### config.mk
export PLATFORM = sky130hd
export DESIGN_NAME = shared_reg_arbiter_flat
export DESIGN_NICKNAME = d
export VERILOG_FILES = /design/src/rtl/shared_reg_arbiter_if.sv /design/src/rtl/shared_reg_arbiter.sv /design/src/flat_wrapper.sv
export SDC_FILE = /design/constraint.sdc
export NUM_CORES = 1
export LEC_CHECK = 0
export CAP_MARGIN = 20
export CORE_ASPECT_RATIO = 1.1
export CORE_UTILIZATION = 30
export DETAILED_ROUTE_END_ITERATION = 8
export PLACE_DENSITY = 0.63
export REMOVE_ABC_BUFFERS = 1
export SLEW_MARGIN = 20
export SYNTH_ARGS = -nofsm -noshare
export SYNTH_HDL_FRONTEND = slang
export SYNTH_SLANG_ARGS = --single-unit
export TNS_END_PERCENT = 100
### constraint.sdc
create_clock -name clk -period 6.9 [get_ports clk]
set_clock_uncertainty 0.2 [all_clocks]
set_input_delay 2.07 -clock clk [delete_from_list [all_inputs] [get_ports clk]]
set_output_delay 2.07 -clock clk [all_outputs]
set_load 0.01 [all_outputs]
### src/rtl/shared_reg_arbiter_if.sv
// shared_reg_arbiter_if: requester-side bus of the shared register arbiter.
// master = requesters (drive req/lock/wdata), slave = arbiter.
`default_nettype none

interface shared_reg_arbiter_if #(
    parameter int NUM_REQ = 4,
    parameter int WIDTH   = 8
);
    localparam int OW = (NUM_REQ > 1) ? $clog2(NUM_REQ) : 1;

    logic [NUM_REQ-1:0]       req;
    logic [NUM_REQ-1:0]       lock;
    logic [NUM_REQ*WIDTH-1:0] wdata;
    logic [NUM_REQ-1:0]       gnt;
    logic [WIDTH-1:0]         q;
    logic [OW-1:0]            owner;
    logic                     q_upd;
    logic                     timeout;

    modport master (
        output req, lock, wdata,
        input  gnt, q, owner, q_upd, timeout
    );

    modport slave (
        input  req, lock, wdata,
        output gnt, q, owner, q_upd, timeout
    );
endinterface

`default_nettype wire

### src/rtl/shared_reg_arbiter.sv
// shared_reg_arbiter: round-robin arbiter and sole write path of a shared WIDTH-bit register.
// Optional grant timeout is built when the macro ARB_TIMEOUT_EN is defined.
`default_nettype none

module shared_reg_arbiter #(
    parameter int NUM_REQ  = 4,
    parameter int WIDTH    = 8,
    parameter int MAX_HOLD = 16
) (
    input  wire logic             clk,
    input  wire logic             reset,
    shared_reg_arbiter_if.slave   bus
);
    localparam int OW = (NUM_REQ > 1) ? $clog2(NUM_REQ) : 1;

    typedef enum logic [1:0] {
        S_IDLE = 2'd0,
        S_GNT  = 2'd1,
        S_LOCK = 2'd2
    } state_t;

    if (NUM_REQ < 2 || NUM_REQ > 16 || MAX_HOLD < 2 || MAX_HOLD > 255) begin : g_param_check
        $error("shared_reg_arbiter: parameter out of legal range");
    end

    // First requester at or after p, wrapping modulo NUM_REQ.
    function automatic logic [OW-1:0] rr_pick(input logic [NUM_REQ-1:0] r,
                                              input logic [OW-1:0]      p);
        logic [OW:0] c;
        logic        found;
        rr_pick = '0;
        found   = 1'b0;
        for (int k = 0; k < NUM_REQ; k++) begin
            c = {1'b0, p} + (OW+1)'(k);
            if (c >= (OW+1)'(NUM_REQ)) c = c - (OW+1)'(NUM_REQ);
            if (!found && r[c[OW-1:0]]) begin
                found   = 1'b1;
                rr_pick = c[OW-1:0];
            end
        end
    endfunction

    function automatic logic [OW-1:0] next_idx(input logic [OW-1:0] i);
        next_idx = (i == OW'(NUM_REQ-1)) ? '0 : i + OW'(1);
    endfunction

    state_t             state_q, state_d;
    logic [NUM_REQ-1:0] gnt_q, gnt_d;
    logic [OW-1:0]      idx_q, idx_d;
    logic [OW-1:0]      ptr_q, ptr_d;
    logic [WIDTH-1:0]   q_q, q_d;
    logic [OW-1:0]      owner_q, owner_d;
    logic               q_upd_q, q_upd_d;

    logic               cur_req, cur_lock, force_rel;
    logic [OW-1:0]      ptr_inc, pick_idle, pick_rel;
    logic [NUM_REQ-1:0] others;

`ifdef ARB_TIMEOUT_EN
    logic [7:0]         hold_q, hold_d;
    logic               timeout_q, timeout_d;
    assign force_rel   = (hold_q == 8'(MAX_HOLD));
    assign bus.timeout = timeout_q;
`else
    assign force_rel   = 1'b0;
    assign bus.timeout = 1'b0;
`endif

    assign cur_req   = bus.req[idx_q];
    assign cur_lock  = bus.lock[idx_q];
    assign ptr_inc   = next_idx(idx_q);
    // The releasing requester is excluded so it waits its round-robin turn.
    assign others    = bus.req & ~(NUM_REQ'(1) << idx_q);
    assign pick_idle = rr_pick(bus.req, ptr_q);
    assign pick_rel  = rr_pick(others, ptr_inc);

    always_comb begin
        state_d   = state_q;
        gnt_d     = gnt_q;
        idx_d     = idx_q;
        ptr_d     = ptr_q;
        q_d       = q_q;
        owner_d   = owner_q;
        q_upd_d   = 1'b0;
`ifdef ARB_TIMEOUT_EN
        hold_d    = hold_q;
        timeout_d = 1'b0;
`endif
        case (state_q)
            S_IDLE: begin
                if (|bus.req) begin
                    gnt_d   = NUM_REQ'(1) << pick_idle;
                    idx_d   = pick_idle;
                    state_d = S_GNT;
`ifdef ARB_TIMEOUT_EN
                    hold_d  = 8'd1;
`endif
                end
            end
            S_GNT, S_LOCK: begin
                if (cur_req) begin
                    q_d     = bus.wdata[idx_q*WIDTH +: WIDTH];
                    owner_d = idx_q;
                    q_upd_d = 1'b1;
                end
                if (!cur_req || !cur_lock || force_rel) begin
                    ptr_d = ptr_inc;
`ifdef ARB_TIMEOUT_EN
                    timeout_d = cur_req && cur_lock && force_rel;
`endif
                    if (|others) begin
                        gnt_d   = NUM_REQ'(1) << pick_rel;
                        idx_d   = pick_rel;
                        state_d = S_GNT;
`ifdef ARB_TIMEOUT_EN
                        hold_d  = 8'd1;
`endif
                    end else begin
                        gnt_d   = '0;
                        state_d = S_IDLE;
`ifdef ARB_TIMEOUT_EN
                        hold_d  = 8'd0;
`endif
                    end
                end else begin
                    state_d = S_LOCK;
`ifdef ARB_TIMEOUT_EN
                    hold_d  = hold_q + 8'd1;
`endif
                end
            end
            default: begin
                state_d = S_IDLE;
                gnt_d   = '0;
            end
        endcase
    end

    always_ff @(posedge clk) begin
        if (reset) begin
            state_q   <= S_IDLE;
            gnt_q     <= '0;
            idx_q     <= '0;
            ptr_q     <= '0;
            q_q       <= '0;
            owner_q   <= '0;
            q_upd_q   <= 1'b0;
`ifdef ARB_TIMEOUT_EN
            hold_q    <= 8'd0;
            timeout_q <= 1'b0;
`endif
        end else begin
            state_q   <= state_d;
            gnt_q     <= gnt_d;
            idx_q     <= idx_d;
            ptr_q     <= ptr_d;
            q_q       <= q_d;
            owner_q   <= owner_d;
            q_upd_q   <= q_upd_d;
`ifdef ARB_TIMEOUT_EN
            hold_q    <= hold_d;
            timeout_q <= timeout_d;
`endif
        end
    end

    assign bus.gnt   = gnt_q;
    assign bus.q     = q_q;
    assign bus.owner = owner_q;
    assign bus.q_upd = q_upd_q;

endmodule

`default_nettype wire

### src/flat_wrapper.sv
// flat-port wrapper written by rule: the top's interface ports become plain ports
module shared_reg_arbiter_flat 
#(
    parameter int NUM_REQ  = 4,
    parameter int WIDTH    = 8,
    parameter int MAX_HOLD = 16
)
  (clk, reset, bus_req, bus_lock, bus_wdata, bus_gnt, bus_q, bus_owner, bus_q_upd, bus_timeout);
  shared_reg_arbiter_if #(.NUM_REQ(NUM_REQ), .WIDTH(WIDTH)) bus_i ();
  input  wire logic clk;
  input  wire logic reset;
  input wire logic [$bits(bus_i.req)-1:0] bus_req;
  input wire logic [$bits(bus_i.lock)-1:0] bus_lock;
  input wire logic [$bits(bus_i.wdata)-1:0] bus_wdata;
  output wire logic [$bits(bus_i.gnt)-1:0] bus_gnt;
  output wire logic [$bits(bus_i.q)-1:0] bus_q;
  output wire logic [$bits(bus_i.owner)-1:0] bus_owner;
  output wire logic [$bits(bus_i.q_upd)-1:0] bus_q_upd;
  output wire logic [$bits(bus_i.timeout)-1:0] bus_timeout;
  assign bus_i.req = bus_req;
  assign bus_i.lock = bus_lock;
  assign bus_i.wdata = bus_wdata;
  assign bus_gnt = bus_i.gnt;
  assign bus_q = bus_i.q;
  assign bus_owner = bus_i.owner;
  assign bus_q_upd = bus_i.q_upd;
  assign bus_timeout = bus_i.timeout;
  shared_reg_arbiter #(.NUM_REQ(NUM_REQ), .WIDTH(WIDTH), .MAX_HOLD(MAX_HOLD)) u_core (.clk(clk), .reset(reset), .bus(bus_i));
endmodule
* After elaboration in Yosys (flattened, before gate mapping)
Index checks and enable logic that the tools add are counted.
Storage, ports and cells: bits in latches 0, RAM bits 0, memory bits (read-only) 0, flip-flop bits (word level) 21, memories 0, output and inout port bits 16
Cells by class: divide/modulo/power cells 0, mux-type cells 56, multiply operators 0, order comparisons 17, reduce and logical (&&, ||, !) cells 25, eq/ne operators 6, add/subtract/negate cells 15, bitwise operators 3, shift operators 4
Operators with widths (number):
- 2-bit 2-to-1 mux | 22
- 32-bit by 6-bit variable part select with 8-bit output | 1
- 2-bit by 3-bit < comparator with 1-bit output (second input constant) | 9
- 1-bit binary-select mux with 2-bit select | 10
- 3-bit >= comparator (second input constant) | 6
- 1-bit 2-to-1 mux | 18
- 2-bit by 1-bit subtractor with 2-bit output (second input constant) | 8
- 2-bit by 2-bit adder with 3-bit output (second input constant) | 4
- 4-bit 2-to-1 mux | 3
- 1-bit by 2-bit << shifter with 4-bit output (first input constant) | 3
- 1-bit zero test | 8
- 2-bit case mux with 2 select lines | 2
- 4-bit case mux with 2 select lines | 1
- 4-bit OR reduction | 2
- 2-bit by 1-bit adder with 3-bit output (second input constant) | 2
- 2-bit by 3-bit >= comparator with 1-bit output (second input constant) | 2
- 1-bit logical AND | 6
- 2-bit by 1-bit != test with 1-bit output (second input constant) | 3
- 2-bit AND reduction | 3
- 4-bit AND | 1
- 2-bit == test (second input constant) | 2
- 4-bit NOT | 1
- 4-bit AND reduction | 1
- 2-bit OR reduction | 2
- 6 further kinds | 6

* Depth between registers and ports, before layout
depth in word-level cells 20, depth in mapped cells 10, depth with buffers taken out 8

* Worst setup path after synthesis
No wires, ideal clock.
path type input -> register, from input port bus_req[2], to register u_core.idx_q[1], stages on the path 6, setup slack 3.137 ns, setup time 0.073 ns, buffers on the path 0, data arrival time 3.490 ns, path through nor2b_1 > or4_1 > mux2_2 > nand3_2 > mux2_4 > nor3_2
On the way: cells in the longest elaborated chain, start to end 16, elaborated cells on any way between the ends 57, those cells by class 3 x eq/ne; 36 x mux; 1 x bitwise; 17 x reduce/logical
Ends and longest elaborated chain:
- start: declaration | RTL line flat_wrapper.sv:12 | input wire logic [$bits(bus_i.req)-1:0] bus_req;
- 4-bit AND | RTL line shared_reg_arbiter.sv:73 | assign others = bus.req & ~(NUM_REQ'(1) << idx_q);
- 1-bit binary-select mux with 2-bit select | RTL line shared_reg_arbiter.sv:36 | if (!found && r[c[OW-1:0]]) begin
- 1-bit 2-to-1 mux (not written as such) | RTL line shared_reg_arbiter.sv:36
- 1-bit 2-to-1 mux | RTL line shared_reg_arbiter.sv:36
- 1-bit zero test | RTL line shared_reg_arbiter.sv:36
- 1-bit logical AND | RTL line shared_reg_arbiter.sv:36
- 1-bit 2-to-1 mux | RTL line shared_reg_arbiter.sv:36
- 1-bit zero test | RTL line shared_reg_arbiter.sv:36
- 1-bit logical AND | RTL line shared_reg_arbiter.sv:36
- 1-bit 2-to-1 mux | RTL line shared_reg_arbiter.sv:36
- 1-bit zero test | RTL line shared_reg_arbiter.sv:36
- 1-bit logical AND | RTL line shared_reg_arbiter.sv:36
- 2-bit 2-to-1 mux | RTL line shared_reg_arbiter.sv:36
- 2-bit 2-to-1 mux | RTL line shared_reg_arbiter.sv:111 | if (|others) begin
- 2-bit 2-to-1 mux | RTL line shared_reg_arbiter.sv:106 | if (!cur_req || !cur_lock || force_rel) begin
- 2-bit case mux with 2 select lines | RTL line shared_reg_arbiter.sv:89 | case (state_q)
- end signal: assignment | RTL line shared_reg_arbiter.sv:155 | idx_q <= idx_d;
- end: declaration | RTL line shared_reg_arbiter.sv:49 | logic [OW-1:0] idx_q, idx_d;
Parallel ways exist; a longest one is shown, timed or not. The select of a mux whose other input is x is not followed. A chain may end at the register's enable or synchronous reset.

* Worst setup path after layout
Ends and elaborated chain as after synthesis.

==> out/metrics.cfg <==
[synth]
syn_area_um2=1740
post_synth.cell_area_avg_um2=8.67
ys_ff_latch=21
postSynthCellCount=201
synth.distinct_cells=58
async_flop_share_pct=0
yosysWarnings=0
synth_edf_count=0
seq_area_frac_synth_pct=24.1
synthFlopType=dfxtp_1

[clock_tree]
clk_pin_slew_worst_paths_ns=0.08
clockBufferDepth=2
clock-sinks=21
ctsResizeCount=0
clk_latency_ns=0.26
cts_setup_buffers=0
clock-root-buffer=clkbuf_8
htreeDepth=1
ctsHoldBuffers=0
cts_made_buffers=3
cts_tree=done

[timing]
rsz0062_at_grt=false
fmax_ghz=0.233
drv_slew=0
period_share_pct=62.2
setup_viol=0
final_hold_viol_count=0
tightest_slew_ns=0.714
setup_tns_ns=0
finalCriticalPeriod_ns=4.29
maxSlewHeadroom_pct=52.2

[global_route]
grt_pass1_wl_um=7380
grt_usage_pct=15.5
grt-ovfl-total=0
grt_pass1_vias=1577
antenna_found_initial=0
grt_max_degree=32

[floorplanning]
fp.dieW_um=74.7
core_um2=5500
die_h_um=81.9
ioPinCount=58
die_area_um2=6120
rows=28
initial_core_util_pct=31.7

[power_and_ir_drop]
leakage_nw=0.827
powerDensity_nw_per_um2=323
ir_drop_mv=0.111

[worst_setup_path]
r2r_setup_slack_ns=3.72
critPathLaunch=bus_req[2]
ff2ff_path_depth=8
crit_type=input pin to flop
r2r_end=u_core.bus.gnt[0]$_SDFFE_PP0P_
startpoint_type=input pin
worstPathMaxFanout=13
arrival_ns=4.28
r2r_start=u_core.idx_q[1]$_SDFFE_PP0P_
end_kind=flop
cp.required_ns=6.88

[final_layout]
area_growth_pct=33.1
layout-drive-gt1-share_pct=12.2
mostFrequentLayoutCell=clkdlybuf4s50_1
fillerInstances=569
diodes=0
multi_input_area_um2=1150
fin_util_pct=42.2
fin_nets=295
seqCellArea_um2=420
layout_common_cells=clkdlybuf4s50_1, nand2_1, a21oi_1, dfxtp_1, nor2_1

[job]
max-cap-violations=0

[routing]
num_vias=1663
ant_nets=0
avgViaCountPerCell=5.18
drc=0
wl_per_cell_um=14.0
first_pass_iters=4
drt-initial-drc-count=69
totalWireLength_um=4500

[placement]
gp_congestion=0.861
hpwl_um=3470
io_buffers=56

[worst_hold_path]
min_to=u_core.bus.q[4]$_SDFFE_PP0P_
hold_path_class=flop to flop
min_delay_path_depth=2
hp-start=u_core.bus.q[4]$_SDFFE_PP0P_

[status]
status=complete, no violations

==> worst max-delay path, stage by stage <==
cell	delay [ns]
clkdlybuf4s50_1	0.60
nor2b_1	0.22
or4_1	0.57
mux2_2	0.30
nand3_2	0.11
mux2_4	0.31
nor3_2	0.09
==> kinds of logic after synthesis <==
family | Yosys count | share of synthesized area [%]
muxes | 16 | 16.9
and+or+nand+nor | 76 | 22.9
xor gates and xnor gates | 1 | 0.503
adders and majority gates | 6 | 4.31
DFF | 21 | 24.1
other | 1 | 0.215
AOI/OAI and AO/OA | 55 | 21.4
buffers and inverters | 25 | 9.62
==> metrics by stage <==
step | instance area (µm²) | power [W] | instances | worst slack, ns | hold WS (ns)
floorplan | 1610 | 0.000517 | 185 | 3.14 | 0.274
global placement | 2270 | 0.000672 | 317 | 2.36 | 0.241
detailed placement | 2270 | 0.000674 | 317 | 2.35 | 0.247
CTS | 2320 | 0.000757 | 321 | 2.62 | 0.259
global route | 2320 | 0.000814 | 321 | 2.48 | 0.280
finish | 2320 | 0.000750 | 321 | 2.61 | 0.257
==> area by class of cell <==
type                    instances  share of cell area (%)
well taps                      75                    4.05
clock buffers                   3                    1.78
inverters                       9                    1.46
multi-input cells             155                    49.8
repair buffers                 57                    24.5
flip-flops and latches         21                    18.1
clock inverters                 1                   0.324
==> where the power goes <==
group	switching (W)	total (W)	internal, W
combinational	0.000241	0.000479	0.000237
clock	0.0000407	0.0000815	0.0000408
sequential	0.0000327	0.000190	0.000157
total	0.000315	0.000750	0.000435
==> flip-flops by register name, indices dropped and copies added (netlist names) <==
name / cells
u_core.bus.gnt: 4
u_core.bus.owner: 2
u_core.bus.q: 8
u_core.bus.q_upd: 1
u_core.idx_q: 2
u_core.ptr_q: 2
u_core.state_q: 2
==> cell usage after synthesis, types with 2 or more instances <==
library cell | n | area, µm²
buf_6 | 4 | 45.0
a221oi_1 | 2 | 17.5
nand3_1 | 2 | 10.0
nor3b_1 | 2 | 15.0
nand2_1 | 29 | 109
a21oi_1 | 23 | 115
nand3_2 | 2 | 20.0
dfxtp_1 | 21 | 420
a21boi_0 | 3 | 22.5
buf_4 | 2 | 15.0
ha_1 | 6 | 75.1
mux2i_1 | 4 | 40.0
mux4_2 | 9 | 203
or4b_1 | 2 | 20.0
and3_1 | 2 | 12.5
clkbuf_1 | 3 | 11.3
clkbuf_8 | 3 | 41.3
a221o_1 | 2 | 20.0
nor2_1 | 17 | 63.8
a22oi_1 | 4 | 30.0
o21ai_0 | 6 | 30.0
nand2b_1 | 2 | 12.5
o22ai_1 | 3 | 18.8
buf_2 | 2 | 10.0
nor2b_1 | 3 | 18.8
a21boi_2 | 2 | 22.5
nand4_1 | 2 | 12.5
inv_1 | 9 | 33.8
==> how the worst max path moves through the flow <==
stage,endpoint,slack (ns),depth (start not counted)
after floorplan,u_core.idx_q[1]$_SDFFE_PP0P_,3.14,6
after global placement,u_core.idx_q[1]$_SDFFE_PP0P_,2.36,7
after detailed placement,u_core.idx_q[1]$_SDFFE_PP0P_,2.35,7
after CTS,u_core.idx_q[1]$_SDFFE_PP0P_,2.62,7
after global routing,u_core.idx_q[1]$_SDFFE_PP0P_,2.48,7
final,u_core.idx_q[1]$_SDFFE_PP0P_,2.61,7
==> per-layer routing <==
| metal | up-vias | track usage [%] | share of wire (%) |
|---|---|---|---|
| met3 | 4 | 1.23 | 3.6 |
| met2 | 50 | 27.8 | 50 |
| li1 | 823 | - | - |
| met1 | 786 | 19.7 | 45 |
| met4 | 0 | 3.96 | 0.76 |
| met5 | - | 0 | 0 |
No activity file was read; power rests on OpenSTA's default activity.
